<file path="config.mk">
export PLATFORM = sky130hd
export DESIGN_NAME = handshake_tx_ctrl_flat
export DESIGN_NICKNAME = d
export VERILOG_FILES = /design/src/rtl/handshake_tx_ctrl_pkg.sv /design/src/rtl/handshake_tx_ctrl_if.sv /design/src/rtl/handshake_tx_ctrl_sync_fifo.sv /design/src/rtl/handshake_tx_ctrl.sv /design/src/flat_wrapper.sv
export SDC_FILE = /design/constraint.sdc
export NUM_CORES = 1
export LEC_CHECK = 0
export BUFFER_PORTS_ARGS = -buffer_cell sky130_fd_sc_hd__buf_2
export CAP_MARGIN = 10
export CORE_MARGIN = 1.5
export CORE_UTILIZATION = 44
export CTS_CLUSTER_SIZE = 14
export DETAILED_ROUTE_END_ITERATION = 10
export HOLD_SLACK_MARGIN = 0.1
export PLACE_DENSITY_LB_ADDON = 0.05
export SETUP_SLACK_MARGIN = 0.3
export SLEW_MARGIN = 10
export SYNTH_ARGS = -nofsm -noshare
export SYNTH_HDL_FRONTEND = slang
export SYNTH_SLANG_ARGS = --single-unit
</file>
<file path="constraint.sdc">
create_clock -name clk -period 2.26 [get_ports clk]
set_clock_uncertainty 0.15 [all_clocks]
set_input_delay 0.113 -clock clk [delete_from_list [all_inputs] [get_ports clk]]
set_output_delay 0.113 -clock clk [all_outputs]
set_load 0.03 [all_outputs]
</file>
<file path="src/rtl/handshake_tx_ctrl_pkg.sv">
// Shared definitions for the handshake transmit controller: FSM state encoding,
// default timing parameters and a small elaboration helper.
package handshake_tx_ctrl_pkg;

   localparam int DEFAULT_DATA_WIDTH     = 32;
   localparam int DEFAULT_FIFO_DEPTH     = 4;
   localparam int DEFAULT_GAP_CYCLES     = 4;
   localparam int DEFAULT_TIMEOUT_CYCLES = 1024;

   typedef enum logic [1:0] {
      ST_IDLE = 2'b00,
      ST_REQ  = 2'b01,
      ST_GAP  = 2'b10
   } tx_state_e;

   // Sizes the shared REQ/GAP cycle counter from whichever window is longer.
   function automatic int max_int(input int a, input int b);
      return (a > b) ? a : b;
   endfunction

endpackage

</file>
<file path="src/rtl/handshake_tx_ctrl_if.sv">
// Upstream valid/ready channel plus the level request/acknowledge channel toward
// the CDC receiver, bundled so the controller and its environment share one view.
interface handshake_tx_ctrl_if #(
   parameter int DATA_WIDTH = handshake_tx_ctrl_pkg::DEFAULT_DATA_WIDTH
);

   logic                  in_valid;
   logic [DATA_WIDTH-1:0] in_data;
   logic                  in_ready;
   logic                  hs_valid;
   logic [DATA_WIDTH-1:0] hs_data;
   logic                  hs_ready;

   // Controller side: consumes upstream words, drives the CDC request.
   modport master (
      input  in_valid,
      input  in_data,
      input  hs_ready,
      output in_ready,
      output hs_valid,
      output hs_data
   );

   // Environment side: offers upstream words, returns the CDC acknowledge.
   modport slave (
      output in_valid,
      output in_data,
      output hs_ready,
      input  in_ready,
      input  hs_valid,
      input  hs_data
   );

endinterface

</file>
<file path="src/rtl/handshake_tx_ctrl_sync_fifo.sv">
// Power-of-two synchronous FIFO with combinational head read and registered
// occupancy count; push when full and pop when empty are ignored.
module sync_fifo
   import handshake_tx_ctrl_pkg::*;
#(
   parameter int DATA_WIDTH = DEFAULT_DATA_WIDTH,
   parameter int DEPTH      = DEFAULT_FIFO_DEPTH
) (
   input  logic                   clk,
   input  logic                   rst,
   input  logic                   push,
   input  logic                   pop,
   input  logic [DATA_WIDTH-1:0]  wdata,
   output logic [DATA_WIDTH-1:0]  rdata,
   output logic [$clog2(DEPTH):0] count
);

   localparam int PTR_W = $clog2(DEPTH);
   localparam int CNT_W = PTR_W + 1;
   localparam logic [CNT_W-1:0] COUNT_FULL = CNT_W'(DEPTH);

   logic [DATA_WIDTH-1:0] mem [DEPTH];
   logic [PTR_W-1:0]      wr_ptr;
   logic [PTR_W-1:0]      rd_ptr;
   logic                  do_push;
   logic                  do_pop;

   assign do_push = push && (count != COUNT_FULL);
   assign do_pop  = pop  && (count != '0);
   assign rdata   = mem[rd_ptr];

   // NOTE: the storage array is deliberately not reset; only the pointers and count
   // define validity, and leaving it reset-free lets it map onto plain RAM/regfile.
   always_ff @(posedge clk) begin
      if (do_push) begin
         mem[wr_ptr] <= wdata;
      end
   end

   // NOTE: sequential state uses non-blocking assignments so every register samples
   // pre-edge values, independent of statement order.
   always_ff @(posedge clk) begin
      if (rst) begin
         wr_ptr <= '0;
         rd_ptr <= '0;
         count  <= '0;
      end else begin
         if (do_push) begin
            wr_ptr <= wr_ptr + 1'b1;
         end
         if (do_pop) begin
            rd_ptr <= rd_ptr + 1'b1;
         end
         // Simultaneous push and pop leaves the occupancy unchanged.
         if (do_push && !do_pop) begin
            count <= count + 1'b1;
         end else if (do_pop && !do_push) begin
            count <= count - 1'b1;
         end
      end
   end

endmodule

</file>
<file path="src/rtl/handshake_tx_ctrl.sv">
// Stages upstream words in a FIFO and presents them one at a time as a level
// request to a CDC receiver, with an inter-word gap and an acknowledge timeout.
module handshake_tx_ctrl
   import handshake_tx_ctrl_pkg::*;
#(
   parameter int DATA_WIDTH     = DEFAULT_DATA_WIDTH,
   parameter int FIFO_DEPTH     = DEFAULT_FIFO_DEPTH,
   parameter int GAP_CYCLES     = DEFAULT_GAP_CYCLES,
   parameter int TIMEOUT_CYCLES = DEFAULT_TIMEOUT_CYCLES
) (
   input  logic                        clk,
   input  logic                        rst,
   handshake_tx_ctrl_if.master         bus,
   output logic                        busy,
   output logic [$clog2(FIFO_DEPTH):0] fifo_count,
   output logic                        timeout_err
);

   localparam int FCNT_W = $clog2(FIFO_DEPTH) + 1;
   localparam int CNT_W  = $clog2(max_int(TIMEOUT_CYCLES, GAP_CYCLES));

   localparam logic [FCNT_W-1:0] FIFO_FULL    = FCNT_W'(FIFO_DEPTH);
   localparam logic [CNT_W-1:0]  TIMEOUT_LAST = CNT_W'(TIMEOUT_CYCLES - 1);
   localparam logic [CNT_W-1:0]  GAP_LAST     = CNT_W'(GAP_CYCLES - 1);

   tx_state_e             state_q;
   tx_state_e             state_d;
   logic [CNT_W-1:0]      cnt_q;
   logic [CNT_W-1:0]      cnt_d;
   logic                  hs_valid_q;
   logic                  hs_valid_d;
   logic [DATA_WIDTH-1:0] hs_data_q;
   logic [DATA_WIDTH-1:0] hs_data_d;
   logic                  timeout_err_q;
   logic                  timeout_err_d;

   logic                  fifo_push;
   logic                  fifo_pop;
   logic                  fifo_nonempty;
   logic [DATA_WIDTH-1:0] fifo_rdata;

   // The in-flight word stays in the FIFO until acknowledged or timed out, and
   // in_ready looks only at the registered count, so a pop never unblocks a push
   // in the same cycle.
   assign bus.in_ready  = (fifo_count != FIFO_FULL);
   assign fifo_push     = bus.in_valid && bus.in_ready;
   assign fifo_nonempty = (fifo_count != '0);

   sync_fifo #(
      .DATA_WIDTH (DATA_WIDTH),
      .DEPTH      (FIFO_DEPTH)
   ) u_fifo (
      .clk   (clk),
      .rst   (rst),
      .push  (fifo_push),
      .pop   (fifo_pop),
      .wdata (bus.in_data),
      .rdata (fifo_rdata),
      .count (fifo_count)
   );

   always_ff @(posedge clk) begin
      if (rst) begin
         state_q       <= ST_IDLE;
         cnt_q         <= '0;
         hs_valid_q    <= 1'b0;
         hs_data_q     <= '0;
         timeout_err_q <= 1'b0;
      end else begin
         state_q       <= state_d;
         cnt_q         <= cnt_d;
         hs_valid_q    <= hs_valid_d;
         hs_data_q     <= hs_data_d;
         timeout_err_q <= timeout_err_d;
      end
   end

   // NOTE: every signal assigned here gets a hold/default value first, so no path
   // through the case leaves one unassigned and no latch is inferred.
   always_comb begin
      state_d       = state_q;
      cnt_d         = cnt_q;
      hs_valid_d    = hs_valid_q;
      hs_data_d     = hs_data_q;
      timeout_err_d = timeout_err_q;
      fifo_pop      = 1'b0;

      case (state_q)
         ST_IDLE: begin
            if (fifo_nonempty) begin
               state_d    = ST_REQ;
               hs_valid_d = 1'b1;
               hs_data_d  = fifo_rdata;
               cnt_d      = '0;
            end
         end

         ST_REQ: begin
            // Acknowledge has priority over a timeout expiring in the same cycle.
            if (bus.hs_ready) begin
               fifo_pop   = 1'b1;
               hs_valid_d = 1'b0;
               state_d    = ST_GAP;
               cnt_d      = '0;
            end else if (cnt_q == TIMEOUT_LAST) begin
               fifo_pop      = 1'b1;
               timeout_err_d = 1'b1;
               hs_valid_d    = 1'b0;
               state_d       = ST_GAP;
               cnt_d         = '0;
            end else begin
               cnt_d = cnt_q + 1'b1;
            end
         end

         ST_GAP: begin
            if (cnt_q == GAP_LAST) begin
               cnt_d = '0;
               if (fifo_nonempty) begin
                  state_d    = ST_REQ;
                  hs_valid_d = 1'b1;
                  hs_data_d  = fifo_rdata;
               end else begin
                  state_d = ST_IDLE;
               end
            end else begin
               cnt_d = cnt_q + 1'b1;
            end
         end

         default: begin
            state_d    = ST_IDLE;
            hs_valid_d = 1'b0;
            cnt_d      = '0;
         end
      endcase
   end

   assign bus.hs_valid = hs_valid_q;
   assign bus.hs_data  = hs_data_q;
   assign timeout_err  = timeout_err_q;
   assign busy         = (state_q != ST_IDLE) || fifo_nonempty;

endmodule

</file>
<file path="src/flat_wrapper.sv">
// flat-port wrapper written by rule: the top's interface ports become plain ports
module handshake_tx_ctrl_flat import handshake_tx_ctrl_pkg::*;
#(
   parameter int DATA_WIDTH     = DEFAULT_DATA_WIDTH,
   parameter int FIFO_DEPTH     = DEFAULT_FIFO_DEPTH,
   parameter int GAP_CYCLES     = DEFAULT_GAP_CYCLES,
   parameter int TIMEOUT_CYCLES = DEFAULT_TIMEOUT_CYCLES
)
  (clk, rst, busy, fifo_count, timeout_err, bus_in_valid, bus_in_data, bus_hs_ready, bus_in_ready, bus_hs_valid, bus_hs_data);
  handshake_tx_ctrl_if #(.DATA_WIDTH(DATA_WIDTH)) bus_i ();
  input  logic clk;
  input  logic rst;
  output logic busy;
  output logic [$clog2(FIFO_DEPTH):0] fifo_count;
  output logic timeout_err;
  input wire logic [$bits(bus_i.in_valid)-1:0] bus_in_valid;
  input wire logic [$bits(bus_i.in_data)-1:0] bus_in_data;
  input wire logic [$bits(bus_i.hs_ready)-1:0] bus_hs_ready;
  output wire logic [$bits(bus_i.in_ready)-1:0] bus_in_ready;
  output wire logic [$bits(bus_i.hs_valid)-1:0] bus_hs_valid;
  output wire logic [$bits(bus_i.hs_data)-1:0] bus_hs_data;
  assign bus_i.in_valid = bus_in_valid;
  assign bus_i.in_data = bus_in_data;
  assign bus_i.hs_ready = bus_hs_ready;
  assign bus_in_ready = bus_i.in_ready;
  assign bus_hs_valid = bus_i.hs_valid;
  assign bus_hs_data = bus_i.hs_data;
  handshake_tx_ctrl #(.DATA_WIDTH(DATA_WIDTH), .FIFO_DEPTH(FIFO_DEPTH), .GAP_CYCLES(GAP_CYCLES), .TIMEOUT_CYCLES(TIMEOUT_CYCLES)) u_core (.clk(clk), .rst(rst), .bus(bus_i), .busy(busy), .fifo_count(fifo_count), .timeout_err(timeout_err));
endmodule
</file>
; ---- After elaboration in Yosys (flattened, before gate mapping)
; Memory sizes are Yosys's and may differ from the RTL's. A register that Yosys moved wholly into a read port is not among the register bits.
; Index checks and enable logic that the tools add are counted.
; Widths: inputs -> output; s select.
[word_totals]
inputBits = 36
ff_bits = 53
word_cells = 68
mem_bits_rw = 128
out_inout_bits = 39
mem_count = 1
[memory_table]
columns = name, words, word_bits, rd, rd_ports_with_merged_regs, wr, line_no
row1 = u_core.u_fifo.mem, 4, 32, 1, 1, 1, handshake_tx_ctrl_sync_fifo.sv:22  ; logic [DATA_WIDTH-1:0] mem [DEPTH];
[op_classes]
reduce_logical = 17
n_bitwise = 1
mux = 28
n_addsub = 5
eq_ne = 8
[ops]
columns = cell, count
row1 = $mux 32, 2
row2 = $pmux 32 s2, 1
row3 = $mux 10, 4
row4 = $pmux 10 s3, 1
row5 = $mux 2, 6
row6 = $add 10x1->10 const B, 1
row7 = $eq 10x10->1 const B, 1
row8 = $eq 10x2->1 const B, 1
row9 = $mux 1, 10
row10 = $mux 3, 2
row11 = $pmux 2 s3, 1
row12 = $reduce_and 3->1, 2
row13 = $reduce_bool 2->1, 3
row14 = $logic_and 1x1->1, 5
row15 = $add 2x1->2 const B, 2
row16 = $ne 2x1->1 const B, 2
row17 = $reduce_and 2->1, 2
row18 = $add 3x1->3 const B, 1
row19 = $ne 3x2->1 const B, 1
row20 = $ne 3x3->1 const B, 1
row21 = $pmux 1 s3, 1
row22 = $reduce_bool 3->1, 1
row23 = $sub 3x1->3 const B, 1
row24 = $eq 2x1->1 const B, 1
row25 = other kinds (5), 6

; ---- Longest topological paths before layout
; Gate-level depths: netlist of the first run.
[logic_depth]
word_depth = 8
ltp_mapped = 10
ltp_nobuf = 10

; ---- By module
; Synthesis of the first run repeated with hierarchy kept, for this count alone.
[hier_totals]
hier_cells = 419
hier_area_um2 = 7168.1
[by_module_without_submodules]
columns = module, n_inst, area_per_inst_um2, cells_per_inst, seq_area_each_um2
row1 = sync_fifo, 1, 5126.2, 213, 4023.9
row2 = handshake_tx_ctrl, 1, 2042.0, 206, 920.9

; ---- Least setup slack after synthesis of the first run
; No wires, ideal clock.
[synth_path]
kind = register to register
from = register u_core.u_fifo.count[0]
to = register u_core.u_fifo.count[2]
t_arrival_ns = 2.473
required_ns = 2.040
path_stages_with_launch = 11
path_buffers = 1
setup_time_ns = 0.070
synth_period_minus_slack_ns = 2.694
path_slack_ns = -0.434
path_cell_list = dfxtp_1 -> nor2_1 -> nand2_1 -> and2_1 -> clkbuf_1 -> ha_1 -> inv_1 -> fa_1 -> xor2_1 -> or3_1 -> a21oi_1
[synth_between]
elab_chain_cells = 6
word_cells_on_any_way = 14
classes_between = 2 x add/sub / 1 x eq/ne / 2 x mux / 9 x reduce/logical
[synth_rtl]
columns = item, line_no
row1 = from (decl), handshake_tx_ctrl_sync_fifo.sv:15  ; output logic [$clog2(DEPTH):0] count
row2 = from (signal assigned), handshake_tx_ctrl_sync_fifo.sv:56  ; count <= count + 1'b1;
row3 = from (signal assigned), handshake_tx_ctrl_sync_fifo.sv:58  ; count <= count - 1'b1;
row4 = $ne 3x3->1 (*), handshake_tx_ctrl.sv:45  ; assign bus.in_ready = (fifo_count != FIFO_FULL);
row5 = net bus_in_ready, flat_wrapper.sv:19  ; output wire logic [$bits(bus_i.in_ready)-1:0] bus_in_ready;
row6 = $logic_and 1x1->1, handshake_tx_ctrl.sv:46  ; assign fifo_push = bus.in_valid && bus.in_ready;
row7 = $logic_and 1x1->1 (*), handshake_tx_ctrl_sync_fifo.sv:28  ; assign do_push = push && (count != COUNT_FULL);
row8 = net u_core.u_fifo.do_push, handshake_tx_ctrl_sync_fifo.sv:25  ; logic do_push;
row9 = $logic_not 1->1, handshake_tx_ctrl_sync_fifo.sv:57  ; end else if (do_pop && !do_push) begin
row10 = $logic_and 1x1->1, handshake_tx_ctrl_sync_fifo.sv:57
row11 = $reduce_bool 2->1 (no line), -
; Mark *: on every way through the listed nets, which the timed path passes. The rest lies on a longest branch. The select of a mux whose other input is x is not followed.
; A chain may end at the register's enable or synchronous reset.

; ---- Worst setup path after layout of the first run
[layout_path]
from = register u_core.cnt_q[1]
to = register u_core.u_fifo.count[2]
[layout_between]
elab_chain_cells = 8
word_cells_on_any_way = 10
classes_between = 1 x eq/ne / 4 x mux / 5 x reduce/logical
[layout_rtl]
columns = item, line_no
row1 = from (decl), handshake_tx_ctrl.sv:28  ; logic [CNT_W-1:0] cnt_q;
row2 = from (signal assigned), handshake_tx_ctrl.sv:71  ; cnt_q <= cnt_d;
row3 = $eq 10x10->1 (*), handshake_tx_ctrl.sv:105  ; end else if (cnt_q == TIMEOUT_LAST) begin
row4 = $mux 1 (*), handshake_tx_ctrl.sv:105
row5 = $mux 1 (*), handshake_tx_ctrl.sv:100  ; if (bus.hs_ready) begin
row6 = $mux 1 (*), handshake_tx_ctrl.sv:88  ; case (state_q)
row7 = $logic_and 1x1->1 (*), handshake_tx_ctrl_sync_fifo.sv:29  ; assign do_pop = pop && (count != '0);
row8 = $logic_not 1->1, handshake_tx_ctrl_sync_fifo.sv:55  ; if (do_push && !do_pop) begin
row9 = $logic_and 1x1->1, handshake_tx_ctrl_sync_fifo.sv:55
row10 = $mux 3 or $reduce_bool 2->1 (tied branches), -
; Mark *: on every way between the ends. The rest lies on a longest branch, timed or not.

==> impl_metrics.csv, run 1 <==
group,metric,value,unit
sta,worst_slew_pin_slew,657,ps
routing,wl_per_cell,18.0,um
logic_synthesis,ys_async_sr_fraction,0,%
routing,initialDrtViolationCount,261,
logic_synthesis,yosys-top-cells-count,"edfxtp_1 (128), nand2_1 (70), dfxtp_1 (55)",
sta,setup-violations-final,4,
clocking,cts_tree,"yes",
global_routing,grt_pass1_wl,22500,um
routing,drt.antenna.violating_nets,0,
critical_path,path_delay_family,"adder cells",
clocking,cts_buffers,17,
final_layout,drive_gt1_share,40.7,%
routing,wl_met1,6830,um
sta,report.final.hold_viol_count,2,
sta,finalWorstSetupSlack,-80.0,ps
hold_path,hold_path.class,"input port to flop",
global_routing,gr-usage-all-layers,18.5,%
hold_path,hold_depth,4,
sta,fmax,0.427,GHz
sta,period_share,104,%
sta,finalMaxSlewViolations,0,
sta,hold_slack,-46.3,ps
place,numPortBuffers,74,
clocking,hold_buffers,33,
final_layout,multiInputGateArea,2130,um^2
routing,met2_length,7260,um
place,hpwl,8200,um
status,outcome,"finished, violations left",
floorplan,num_rows,45,
critical_path,crit_path_cell_trace,"ha_4, nand3_4, nor3_4, o211ai_1, ha_2, inv_2, fa_2, xor2_1, or3_1, a21oi_2",
logic_synthesis,syn-cell-area,6960,um^2
critical_path,r2r-start,"u_core.cnt_q[1]",
critical_path,max_stage_delay,340,ps
routing,drc_errors,0,
critical_path,cp_slowest_cell,"dfxtp_2",
critical_path,endpoint_kind,"flop",
logic_synthesis,synthTopCellsByArea,"edfxtp_1 (55%), dfxtp_1 (16%), mux4_2 (10%)",
routing,via_per_inst,5.06,
final_layout,area_growth,31.8,%
final_layout,seqCellArea,4970,um^2
logic_synthesis,synth-edff-count,128,
clocking,insertion_delay,420,ps
logic_synthesis,synth-main-ff-cell,"edfxtp_1",
floorplan,dieArea,16600,um^2
logic_synthesis,ys_warn_count,0,
critical_path,cp_max_fo,3,
floorplan,fp.dieW,129,um
clocking,cts_root_buffer,"clkbuf_16",
final_layout,finalNonFillerCells,816,
logic_synthesis,synth_most_common_cell,"edfxtp_1",
power,power,0.0122,W
logic_synthesis,seq_area_frac_synth,71.0,%
clocking,cts_buffer_depth,2,
clocking,cts_sinks,183,
routing,first_pass_iters,4,
global_routing,grt-ovfl-total,0,
critical_path,cp.required,2460,ps
sta,slew-limit-headroom,56.2,%
floorplan,io_pins,75,
power,p_leak,3.32,nW
sta,rsz0062_at_grt,"yes",
logic_synthesis,ys_ff_latch,183,
clocking,htree_levels,4,
logic_synthesis,synth_nets,491,
global_routing,grt_max_degree,55,
routing,wl_met3,444,um
floorplan,core-area,15300,um^2
critical_path,arrival,2540,ps
logic_synthesis,synthCells,444,
critical_path,rrSetupSlack,-80,ps
logic_synthesis,synth_top_area_cell,"edfxtp_1",
routing,top_layer_used,"met4",
critical_path,worst-setup-path-type,"flop to flop",
logic_synthesis,synth.top_cell.area_share,55.2,%
power,p_per_area,1330,nW/um^2
status,violations,"negative hold slack, negative setup slack",
final_layout,diodes,0,
logic_synthesis,syn_area_per_cell,15.7,um^2
sta,final.min_clock_period,2340,ps
final_layout,fin_nets,639,
place,dp.cells,734,
hold_path,worstHoldEndpoint,"u_core.timeout_err",
floorplan,die_h,129,um
global_routing,grt_pass1_vias,4300,
critical_path,cp-start-kind,"flop",
power,ir_drop,0.742,mV
hold_path,hp-start,"bus_hs_ready",
critical_path,r2r_cells,10,
floorplan,start_util,45.4,%
routing,drt-total-wl,14700,um
critical_path,r2r_end,"u_core.u_fifo.count[2]",
run,maxCapViolCount,0,
critical_path,path_buf_inv,1,
clocking,clkTransAtPathRegs,70,ps
global_routing,antenna_found_initial,0,
logic_synthesis,netlist-cell-type-count,50,
routing,vias,4133,
final_layout,fillers,1249,
place,gp_congestion,0.760,
-- logic make-up (layout without fill, tap and decap cells) --
| group | count (synthesis) | in the layout | share of synthesized area, % |
|---|---|---|---|
| flip-flops | 183 | 183 | 71.0 |
| XOR/XNOR | 7 | 7 | 0.881 |
| buffers and inverters | 28 | 189 | 1.71 |
| adder cells (fa/ha/maj) | 11 | 11 | 2.09 |
| multiplexers | 35 | 35 | 10.8 |
| AND/OR/NAND/NOR | 116 | 116 | 7.44 |
| AO/OA/AOI/OAI | 64 | 64 | 6.06 |
-- registers in the layout, indices dropped and copies added (netlist names), named ones only --
signal	flops
u_core.bus.hs_data	32
u_core.bus.hs_valid	1
u_core.cnt_q	10
u_core.state_q	2
u_core.timeout_err	1
u_core.u_fifo.count	3
u_core.u_fifo.mem	128
u_core.u_fifo.rd_ptr	2
u_core.u_fifo.wr_ptr	2
-- layout make-up --
class | instances | area share [%]
Multi-Input combinational cell | 233 | 23.2
Tap cell | 211 | 2.88
Sequential cell | 183 | 54.1
Inverter | 7 | 0.286
Timing Repair Buffer | 150 | 13.6
Clock inverter | 12 | 1.06
Clock buffer | 20 | 4.87
-- metal layers --
layer,GRT usage (%),up-vias
met2,31.0,64
met4,5.49,0
met5,0,-
met1,24.1,2075
li1,-,1983
met3,4.28,11
-- per-stage QoR --
stage                     worst slack [ps]  TNS (ps)  util [%]  instance area, um^2
after floorplan                      -58.4     -58.4         -                 7060
after global placement                11.9         0      51.2                 7840
after detailed placement             -86.4     -86.4      51.2                 7840
after CTS                            -72.9     -1030      58.4                 8940
after global routing                  -191     -1400      59.9                 9170
final                                -80.0      -109      59.9                 9170
-- worst max path at each step --
stage,cells past startpoint,to,slack (ps),start
after floorplan,8,u_core.u_fifo.count[2],-60,u_core.u_fifo.count[1]
after global placement,10,u_core.u_fifo.count[2],10,u_core.cnt_q[1]
after detailed placement,10,u_core.u_fifo.count[2],-90,u_core.cnt_q[1]
after CTS,10,u_core.u_fifo.count[2],-70,u_core.cnt_q[1]
after global routing,10,u_core.u_fifo.count[2],-190,u_core.cnt_q[1]
final,10,u_core.u_fifo.count[2],-80,u_core.cnt_q[1]
-- worst reg2reg max path, stage by stage (launching register included) --
cell and delay [ps]:
dfxtp_2 340, ha_4 170, nand3_4 90, nor3_4 50, o211ai_1 240, ha_2 240, inv_2 40, fa_2 340
xor2_1 160, or3_1 320, a21oi_2 120
-- cells in the final DEF (no fill, tap or decap), types with 3 or more instances in the layout --
cell type and n:
edfxtp_1 128, buf_2 73, dfxtp_1 44, nand2_1 43, a21oi_1 34, dlygate4sd3_1 33
mux4_2 32, buf_4 24, nand2_2 23, clkbuf_16 20, nor2_1 16, ha_1 8
dfxtp_2 8, buf_12 7, buf_6 6, inv_1 5, xor2_1 5, and3_4 4
or3_1 4, a211oi_1 4, o22ai_1 4, nand2_4 4, clkinvlp_4 4, nand4_1 3
and3_1 3, a22o_1 3, mux2i_1 3, dfxtp_4 3
-- where the power goes --
group,internal [W],switching [W]
Sequential,0.00427,0.000277
Clock,0.00146,0.00126
Combinational,0.00214,0.00279
Total,0.00786,0.00433
-- timing repair --
item	4_1_cts	5_1_grt
endpoints found under the hold margin	137	3
endpoints found under the setup margin	174	49
buffers inserted	9	2
pin swaps	12	10
gates resized for setup	27	36
cloned	2	4
Note: power is estimated with default switching activity, not from simulation.
==> inputs of run 2 (changes only) <==
- CORE_ASPECT_RATIO: unset -> 0.6
- GPL_TIMING_DRIVEN: unset -> 1
- MAX_ROUTING_LAYER: unset -> met4
==> run 2 against run 1 <==
Compared with the run above:
- the flow finishes with violations (negative setup slack)
- global-route usage up 1.3 points
- maximum frequency shrank 1.2%
- power decreased by 1.1%
- count of clock-buffer cells in the layout down 3
- via count is 2.3% higher
- non-clock buffer count rose by 8
- die area is 0.15% higher
- register-to-register slack worse by 30 ps
- hold slack better by 120 ps
- routed wire length up 3.6%
- flip-flop and latch count unchanged
- critical path type unchanged
- largest power group unchanged
==> impl_metrics.csv, run 2 (synthesis results as in run 1) <==
group,metric,value,unit
sta,finalMaxSlewViolations,0,
sta,worst_slew_pin_slew,778,ps
final_layout,area_growth,31.2,%
routing,initialDrtViolationCount,266,
critical_path,cp.required,2390,ps
status,outcome,"finished, violations left",
global_routing,grt-ovfl-total,0,
sta,hold_slack,75.0,ps
sta,rsz0062_at_grt,"yes",
clocking,cts_tree,"yes",
floorplan,dieArea,16600,um^2
global_routing,antenna_found_initial,0,
floorplan,fp.dieW,165,um
floorplan,start_util,45.2,%
hold_path,hold_path.class,"input port to flop",
floorplan,core-area,15400,um^2
clocking,clkTransAtPathRegs,80,ps
floorplan,io_pins,75,
final_layout,seqCellArea,4960,um^2
sta,report.final.hold_viol_count,0,
final_layout,diodes,0,
critical_path,cp-start-kind,"flop",
routing,drt-total-wl,15200,um
routing,drc_errors,0,
critical_path,path_delay_family,"simple AND/OR/NAND/NOR gates",
sta,period_share,105,%
status,violations,"negative setup slack",
global_routing,gr-usage-all-layers,19.8,%
sta,setup-violations-final,39,
sta,fmax,0.422,GHz
routing,drt.antenna.violating_nets,0,
run,maxCapViolCount,0,
final_layout,regMostFlops,"u_core.u_fifo.mem",
place,dpl_worst_slack,-103,ps
floorplan,num_rows,35,
global_routing,grt_pass1_wl,23400,um
power,p_leak,3.33,nW
sta,finalWorstSetupSlack,-108,ps
critical_path,cp_slowest_cell,"or4b_4",
final_layout,final_cell_mix,"edfxtp_1 (128), buf_2 (73), nand2_1 (59)",
place,hpwl,8530,um
routing,wl_per_cell,18.6,um
power,p_per_area,1320,nW/um^2
global_routing,grt_pass1_vias,4288,
final_layout,multiInputGateArea,2080,um^2
clocking,cts_buffer_depth,2,
clocking,insertion_delay,420,ps
final_layout,fin_area,9130,um^2
sta,slew-limit-headroom,48.1,%
place,placed_area,7830,um^2
routing,vias,4227,
place,gp_congestion,0.830,
critical_path,crit_path_cell_trace,"ha_4, buf_4, or4b_4, buf_6, o31ai_4, nand2b_4, buf_12, nand2_1, a21oi_1",
clocking,cts_buffers,17,
critical_path,arrival,2500,ps
routing,via_per_inst,5.19,
global_routing,grt_max_degree,33,
critical_path,path_buf_inv,3,
critical_path,cp_max_fo,10,
routing,first_pass_iters,4,
floorplan,die_h,100,um
critical_path,endpoint_kind,"flop",
place,numPortBuffers,74,
final_layout,fin_nets,647,
final_layout,drive_gt1_share,38.6,%
clocking,cts_root_buffer,"clkbuf_16",
final_layout,fillers,1237,
clocking,cts_sinks,183,
critical_path,worst-setup-path-type,"flop to flop",
final_layout,final_common_cell,"edfxtp_1",
sta,final.min_clock_period,2370,ps
final_layout,finalNonFillerCells,815,
power,ir_drop,0.915,mV
clocking,htree_levels,4,
final_layout,largest_register_ffs,128,
critical_path,max_stage_delay,470,ps
place,dp.cells,729,
run 2: worst paths after layout:
kind | from | slack, ps | cells past startpoint | end
setup / recovery | u_core.cnt_q[1] | -110 | 9 | u_core.bus.hs_data[18]
setup reg to reg | u_core.cnt_q[1] | -110 | 9 | u_core.bus.hs_data[18]
hold / removal | bus_hs_ready | 80 | 5 | u_core.timeout_err
hold reg to reg | u_core.bus.hs_data[1] | 300 | 2 | u_core.bus.hs_data[1]
run 2: worst min-delay path, cell delays in order:
cell	delay [ps]
buf_2	100
nor2b_1	60
buf_4	150
a21oi_1	140
nor2_1	40
run 2: timing repair:
action | 4_1_cts | 5_1_grt
endpoints found under the hold margin | 147 | 0
endpoints found under the setup margin | 175 | 49
buffers inserted | 16 | 1
gates cloned | 1 | 3
pin swaps | 12 | 4
gates resized for setup | 33 | 14
hold buffers | 34 | 0
run 2: area by class of cell:
cell class	instances	area share, %
multi-input combinational	233	22.8
clock inverter	14	1.51
inverter	7	0.288
tap	203	2.78
clock buffer	17	4.66
sequential	183	54.3
timing repair buffer	158	13.6
run 2: metrics by stage:
| step | util [%] | total power [W] | setup TNS [ps] |
|---|---|---|---|
| 2_1_floorplan | - | 0.00697 | -58.4 |
| 3_3_place_gp | 50.8 | 0.00812 | 0 |
| 3_5_place_dp | 50.8 | 0.00818 | -103 |
| 4_1_cts | 58.4 | 0.0116 | -225 |
| 5_1_grt | 59.3 | 0.0127 | -5970 |
| 6_report | 59.3 | 0.0121 | -3120 |
run 2: routing by layer:
| metal | track usage [%] | vias to the layer above | part of all wire [%] |
|---|---|---|---|
| met3 | 4.26 | 8 | 4.0 |
| met5 | - | - | 0 |
| met4 | 4.19 | 0 | 0.46 |
| met2 | 30.9 | 89 | 47 |
| met1 | 26.9 | 2130 | 48 |
| li1 | - | 2000 | - |
run 2: report_power, final:
| part | switching, W | leakage (nW) | internal (W) |
|---|---|---|---|
| clock | 0.00135 | 0.264 | 0.00146 |
| combinational | 0.00270 | 1.44 | 0.00204 |
| sequential | 0.000261 | 1.63 | 0.00427 |
==> inputs of run 3 (changes only) <==
- PLACE_DENSITY: unset -> 0.68
- PLACE_DENSITY_LB_ADDON: 0.05 -> unset
==> run 3 against run 2 <==
Compared with the run above:
- the flow still finishes with violations (negative setup slack)
- critical path depth increased by 1
- sequential power about the same
- register-to-register slack about the same
- routed wire length about the same
- core utilization increased by 0.53 points
- flip-flop and latch count unchanged
- maximum frequency increased by 0.35%
- cell count increased by 0.98%
- global-route usage increased by 0.072 points
- hold slack got worse by 28 ps
- count of clock-buffer cells in the layout unchanged
- first-iteration DRC count increased by 49%
- largest cell class unchanged
==> impl_metrics.csv, run 3 (synthesis results as in run 1) <==
group,metric,value,unit
floorplan,fp.dieW,165,um
final_layout,fin_util,59.8,%
sta,worst_slew_pin_slew,656,ps
clocking,cts_sinks,183,
sta,final.min_clock_period,2360,ps
floorplan,dieArea,16600,um^2
critical_path,cp-start-kind,"flop",
clocking,clkTransAtPathRegs,70,ps
routing,wl_per_cell,18.4,um
power,ir_drop,0.701,mV
status,outcome,"finished, violations left",
critical_path,cp.required,2450,ps
final_layout,diodes,0,
routing,initialDrtViolationCount,396,
status,violations,"negative setup slack",
power,p_leak,3.36,nW
sta,finalMaxSlewViolations,0,
global_routing,antenna_found_initial,0,
place,numPortBuffers,74,
clocking,cts_root_buffer,"clkbuf_16",
final_layout,fin_nets,654,
place,dpl_worst_slack,-62.6,ps
floorplan,start_util,45.2,%
critical_path,cp_max_fo,2,
routing,drt-total-wl,15200,um
floorplan,die_h,100,um
sta,setup-violations-final,35,
final_layout,final_common_cell,"edfxtp_1",
critical_path,cp_slowest_cell,"or3_1",
routing,first_pass_iters,6,
floorplan,num_rows,35,
global_routing,gr-usage-all-layers,19.8,%
sta,rsz0062_at_grt,"yes",
global_routing,grt-ovfl-total,0,
final_layout,drive_gt1_share,42.1,%
sta,finalWorstSetupSlack,-99.6,ps
sta,fmax,0.424,GHz
sta,report.final.hold_viol_count,0,
routing,via_per_inst,5.23,
power,power,0.0122,W
final_layout,largest_register_ffs,128,
final_layout,regMostFlops,"u_core.u_fifo.mem",
final_layout,area_growth,32.4,%
critical_path,endpoint_kind,"flop",
routing,drc_errors,0,
floorplan,io_pins,75,
power,internal-power,0.00781,W
run,maxCapViolCount,0,
place,gp_congestion,0.890,
power,power.switching,0.00435,W
clocking,cts_tree,"yes",
sta,period_share,104,%
clocking,cts_buffers,17,
routing,drt.antenna.violating_nets,0,
hold_path,hold_path.class,"input port to flop",
sta,hold_slack,47.5,ps
critical_path,max_stage_delay,360,ps
routing,vias,4301,
critical_path,arrival,2550,ps
power,p_per_area,1320,nW/um^2
critical_path,worst-setup-path-type,"flop to flop",
clocking,insertion_delay,420,ps
critical_path,crit_path_cell_trace,"ha_4, nand3_4, nor3_4, o211ai_1, ha_2, inv_2, fa_2, xor2_1, or3_1, a21oi_2",
global_routing,grt_pass1_vias,4348,
clocking,htree_levels,4,
power,p_seq_share,37.3,%
sta,slew-limit-headroom,55.9,%
place,hpwl,9350,um
power,pwr-share-clk,23.0,%
global_routing,grt_pass1_wl,23400,um
final_layout,finalNonFillerCells,823,
floorplan,core-area,15400,um^2
power,p_sw_share,35.8,%
place,dp.cells,736,
final_layout,final_cell_mix,"edfxtp_1 (128), buf_2 (73), nand2_1 (56)",
global_routing,grt_max_degree,33,
clocking,cts_buffer_depth,2,
power,pwr-share-comb,39.7,%
==> run 3: changes by cell type in the layout (fill, tap and decap cells not counted), sizes merged <==
cell	change
clkbuf	+1
buf	+5
dlymetal6s4s	-1
dlygate4sd3	+2
clkinv	+2
clkinvlp	-2
inv	+1
==> run 3: worst max-delay path, delay by kind of cell, from the launching register on <==
family / cells / cell delay (ps)
fa+ha+maj: 3 / 740
simple gates: 3 / 500
compound gates: 2 / 350
flops: 1 / 340
xor+xnor: 1 / 170
buf+inv: 1 / 50
==> run 3: path summary, 6_finish.rpt <==
path,startpoint,endpoint,slack (ps),cells past startpoint
worst min-delay path,bus_in_valid,u_core.u_fifo.wr_ptr[1],50,4
worst max register to register,u_core.cnt_q[1],u_core.u_fifo.count[2],-100,10
worst max-delay path,u_core.cnt_q[1],u_core.u_fifo.count[2],-100,10
worst min register to register,u_core.bus.hs_data[11],u_core.bus.hs_data[11],300,2
==> run 3: timing repair <==
action                     in CTS  in global routing
cloned                          1                  3
hold buffers                   35                  1
setup endpoints to repair      47                 50
gates resized for setup        22                 32
buffers inserted                7                  9
hold endpoints to repair      148                  4
pin swaps                       7                  8
==> run 3: power groups by stage <==
stage | Combinational (W) | Sequential, W | Clock, W
2_1_floorplan | 0.00180 | 0.00516 | 0
3_3_place_gp | 0.00359 | 0.00457 | 0
3_5_place_dp | 0.00364 | 0.00460 | 0
4_1_cts | 0.00416 | 0.00453 | 0.00287
5_1_grt | 0.00515 | 0.00459 | 0.00302
6_report | 0.00482 | 0.00454 | 0.00280
==> run 3: final cells by class <==
class | count | area, um^2
clock buffers | 17 | 425
clock inverters | 15 | 139
fillers | 1219 | 6200
inverters | 7 | 31.3
multi-input cells | 233 | 2120
flip-flops and latches | 183 | 4960
well taps | 203 | 254
repair buffers | 165 | 1290
==> run 3: per-stage QoR <==
| stage | cell area [um^2] | setup TNS, ps |
|---|---|---|
| floorplan | 7060 | -58.4 |
| global placement | 7890 | 0 |
| global route | 9220 | -3350 |
| CTS | 8970 | -64.5 |
| finish | 9220 | -1170 |
| detailed placement | 7890 | -70.9 |
==> run 3: layer usage <==
| layer | track usage, % | wire length (um) |
|---|---|---|
| met1 | 27.5 | 7080 |
| met2 | 29.8 | 7050 |
| met3 | 5.04 | 986 |
| met4 | 4.46 | 56 |
| met5 | - | 0 |
